### src/rtl/nibble_mayor_nin.sv
// nibble_mayor_nin: pipelined NUM_IN-way maximum selector with running-max accumulator
module nibble_mayor_nin #(
  parameter int WIDTH = 4,
  parameter int NUM_IN = 4,
  localparam int LEVELS = $clog2(NUM_IN),
  localparam int IDXW = LEVELS > 0 ? LEVELS : 1
) (
  input logic clk,
  input logic reset,
  input logic [NUM_IN*WIDTH-1:0] nmn_in,
  input logic nmn_valid,
  input logic nmn_mode,
  input logic nmn_clear,
  output logic [WIDTH-1:0] nmn_mayor,
  output logic [IDXW-1:0] nmn_idx,
  output logic nmn_valid_out
);
  localparam int LEAVES = 1 << LEVELS;
  logic [WIDTH-1:0] leaf_val [LEAVES];
  logic [IDXW-1:0] leaf_idx [LEAVES];
  logic [WIDTH-1:0] node_val [1:LEAVES-1];
  logic [IDXW-1:0] node_idx [1:LEAVES-1];
  logic [LEVELS-1:0] vld, mode;
  logic acc_ok, load;
  genvar n;
  for (n = 0; n < LEAVES; n++) begin : g_leaf
    if (n < NUM_IN) begin : g_in
      assign leaf_val[n] = nmn_in[n*WIDTH +: WIDTH];
    end else begin : g_pad
      assign leaf_val[n] = '0;
    end
    assign leaf_idx[n] = IDXW'(n);
  end
  for (n = 1; n < LEAVES; n++) begin : g_node
    logic [WIDTH-1:0] a_val, b_val;
    logic [IDXW-1:0] a_idx, b_idx;
    if (2*n >= LEAVES) begin : g_from_leaf
      assign a_val = leaf_val[2*n-LEAVES];
      assign b_val = leaf_val[2*n+1-LEAVES];
      assign a_idx = leaf_idx[2*n-LEAVES];
      assign b_idx = leaf_idx[2*n+1-LEAVES];
    end else begin : g_from_node
      assign a_val = node_val[2*n];
      assign b_val = node_val[2*n+1];
      assign a_idx = node_idx[2*n];
      assign b_idx = node_idx[2*n+1];
    end
    always_ff @(posedge clk) begin
      node_val[n] <= b_val > a_val ? b_val : a_val;
      node_idx[n] <= b_val > a_val ? b_idx : a_idx;
    end
  end
  always_ff @(posedge clk) begin
    if (reset) begin
      vld <= '0;
      mode <= '0;
    end else begin
      vld <= LEVELS'({vld, nmn_valid});
      mode <= LEVELS'({mode, nmn_mode});
    end
  end
  assign load = !mode[LEVELS-1] || nmn_clear || !acc_ok || node_val[1] > nmn_mayor;
  always_ff @(posedge clk) begin
    if (reset) begin
      nmn_mayor <= '0;
      nmn_idx <= '0;
      acc_ok <= 1'b0;
      nmn_valid_out <= 1'b0;
    end else begin
      nmn_valid_out <= vld[LEVELS-1];
      if (vld[LEVELS-1]) begin
        acc_ok <= 1'b1;
        if (load) begin
          nmn_mayor <= node_val[1];
          nmn_idx <= node_idx[1];
        end
      end else if (nmn_clear) begin
        nmn_mayor <= '0;
        nmn_idx <= '0;
        acc_ok <= 1'b0;
      end
    end
  end
endmodule

### config.mk
export PLATFORM = sky130hd
export DESIGN_NAME = nibble_mayor_nin
export DESIGN_NICKNAME = d
export VERILOG_FILES = /design/src/rtl/nibble_mayor_nin.sv
export SDC_FILE = /design/constraint.sdc
export NUM_CORES = 1
export LEC_CHECK = 0
export CAP_MARGIN = 20
export CORE_MARGIN = 2
export CORE_UTILIZATION = 52
export CTS_BUF_LIST = sky130_fd_sc_hd__clkbuf_4 sky130_fd_sc_hd__clkbuf_8
export DETAILED_ROUTE_END_ITERATION = 8
export MAX_ROUTING_LAYER = met4
export PLACE_DENSITY_LB_ADDON = 0.05
export SLEW_MARGIN = 15
export SYNTH_ARGS = -nofsm -noshare
export SYNTH_HDL_FRONTEND = slang
export SYNTH_SLANG_ARGS = --single-unit
### constraint.sdc
create_clock -name clk -period 1.98 [get_ports clk]
set_input_delay 0.297 -clock clk [delete_from_list [all_inputs] [get_ports clk]]
set_output_delay 0.297 -clock clk [all_outputs]
set_load 0.1 [all_outputs]
==> impl_metrics.yaml <==
sta:
  fmax_mhz: 572
  layout_setup_ws_ns: 0.232
  setup_viol: 0
  rsz0062_at_grt: "no"
  hold_viol: 0
  worst_slew_pin_slew_ns: 0.306
  period_share_pct: 88.3
  fin_skew_ns: 0.00947
  drv_slew: 0
  period_minus_slack_ns: 1.75
  maxSlewHeadroom_pct: 79.6
cts:
  postCtsSetupRepairBufs: 0
  clk_latency_ns: 0.32
  cts.htree.levels: 1
  cts_resized: 0
  cts.path.max_buffers: 2
  path_clk_slew_ns: 0.13
  hold_buffers: 0
  cts_tree: "yes"
  cts_root_buf: "clkbuf_4"
  clkSinkCount: 28
  cts_made_buffers: 3
critical_path:
  endpoint_kind: "flip-flop"
  reg2reg_depth: 6
  critPathKind: "input port to flip-flop"
  crit_required_ns: 2.20
  r2r_slack_ns: 0.30
  critPathLaunchType: "input port"
  arrival_ns: 1.97
  critPathMaxFanout: 5
global_routing:
  grt_max_degree: 16
  grt_use_total_pct: 16.0
  grt_pass1_wl_um: 3370
  grt-ovfl-total: 0
  grt_pass1_vias: 853
  antenna_found_initial: 0
placed_design:
  placed_cell_area_um2: 1650
  io_buffers: 27
  place.gp.congestion: 0.720
  pre_cts_ws_ns: -0.137
  dp_hpwl_um: 1810
route:
  vias: 947
  dr.max_layer_used: "met4"
  wirelength_um: 2090
  ant_nets: 0
  drt-met1-wl_um: 851
  met2_length_um: 1130
  drc_errors: 0
  wl_met3_um: 93
  dr.first_iter.drc_count: 7
  firstDrtPassIters: 2
  wire_per_inst_um: 11.3
  viasPerCell: 5.12
finish:
  layout-drive-gt1-share_pct: 25.2
  design_area_um2: 1680
  final_nets: 193
  nFillCells: 210
  multi_input_area_um2: 673
  antenna_cells: 0
  syn2layout_area_growth_pct: 25.4
  regArea_um2: 564
  final_util_pct: 68.6
die:
  core-area_um2: 2450
  rows: 18
  die_w_um: 54.8
  die_area_um2: 3000
  start_util_pct: 54.7
  ios: 28
  die_h_um: 54.8
synthesis:
  synth_top_cell_area_share_pct: 41.8
  synth_top_cells_by_area: "dfxtp_1 42%, ha_1 15%, mux2_2 11%, inv_1 7.8%, a31oi_4 4.8%"
  ys_seq_area_share_pct: 41.8
  async_flop_share_pct: 0
  netlist_instances: 123
  synth_cell_types: 21
  syn_area_um2: 1340
  synth-edff-count: 0
  synthFlopType: "dfxtp_1"
  synthTopCellsByCount: "28 x dfxtp_1, 28 x inv_1, 16 x ha_1"
  synth_top_area_cell: "dfxtp_1"
  synth_warnings: 0
  syn_area_per_cell_um2: 10.9
  synthesis.nets: 160
  ys_seq_elements: 28
pwr:
  p_leak_nw: 0.757
  power_density_nw_per_um2: 784
  peakVddDrop_mv: 0.443
worst_hold_path:
  min_path_cells: 1
  hold_class: "flip-flop to flip-flop"
flow_run:
  drv_cap: 0
status:
  status: "finished, final reports clean"
[cells by family after synthesis]
kind of cell               count (synthesis)  synth area share [%]
and+or+nand+nor                           18                  8.85
muxes                                     13                  10.9
DFF                                       28                  41.8
buffers and inverters                     29                  8.11
adders and majority gates                 16                  14.9
AOI/OAI and AO/OA                         19                  15.5
[stage by stage]
stage	setup TNS (ns)	hold slack [ns]	total power, W	std cells
detailed placement	-0.976	0.428	0.00107	181
finish	0	0.452	0.00132	185
global placement	-0.620	0.419	0.00106	181
global route	0	0.476	0.00141	185
CTS	0	0.459	0.00133	185
floorplan	0	0.369	0.000961	123
[worst paths after layout]
check | startpoint | end
worst min register to register | mode[0] | mode[1]
worst max-delay path | nmn_in[1] | node_val[0][11]
worst min-delay path | mode[0] | mode[1]
worst max register to register | node_val[0][9] | node_val[0][6]
[layout make-up]
cell class,count,share of cell area [%]
Sequential cell,28,33.5
Multi-Input combinational cell,66,40.0
Timing Repair Buffer,29,15.9
Inverter,28,6.24
Clock buffer,4,2.15
Tap cell,30,2.23
[registers in the layout, indices dropped and copies added (netlist names)]
register / flops
acc_ok: 1
vld: 2
node_val: 12
nmn_valid_out: 1
nmn_idx: 2
nmn_mayor: 4
node_idx: 4
mode: 2
[power breakdown]
group | switching [W] | internal (W) | leakage, nW
logic | 0.000191 | 0.000193 | 0.502
clock network | 0.000156 | 0.000112 | 0.0210
registers | 0.0000297 | 0.000639 | 0.234
[routing by layer]
layer	up-vias	global-route usage [%]
met5	-	-
met4	0	3.75
met1	439	16.4
met3	2	3.28
met2	19	30.6
li1	487	-
[worst max-delay path, stage by stage]
cell	delay [ns]
clkdlybuf4s50_1	0.48
inv_1	0.05
ha_1	0.28
nor2b_1	0.15
o211ai_2	0.11
a31oi_4	0.25
mux2_2	0.36
[layout by cell type (no fill, tap or decap), drive strengths merged]
master,Yosys,layout
and4,3,3
clkdlybuf4s50,0,20
a21o,1,1
o21ai,1,1
o22ai,1,1
a21oi,2,2
a211oi,1,1
o32ai,6,6
nand2,3,3
dfxtp,28,28
a31oi,3,3
nand4b,1,1
clkbuf,1,4
nor2b,9,9
inv,28,28
nand4,1,1
mux2,13,13
nor2,1,1
buf,0,9
o211ai,4,4
ha,16,16
No activity file was read; power rests on OpenSTA's default activity.
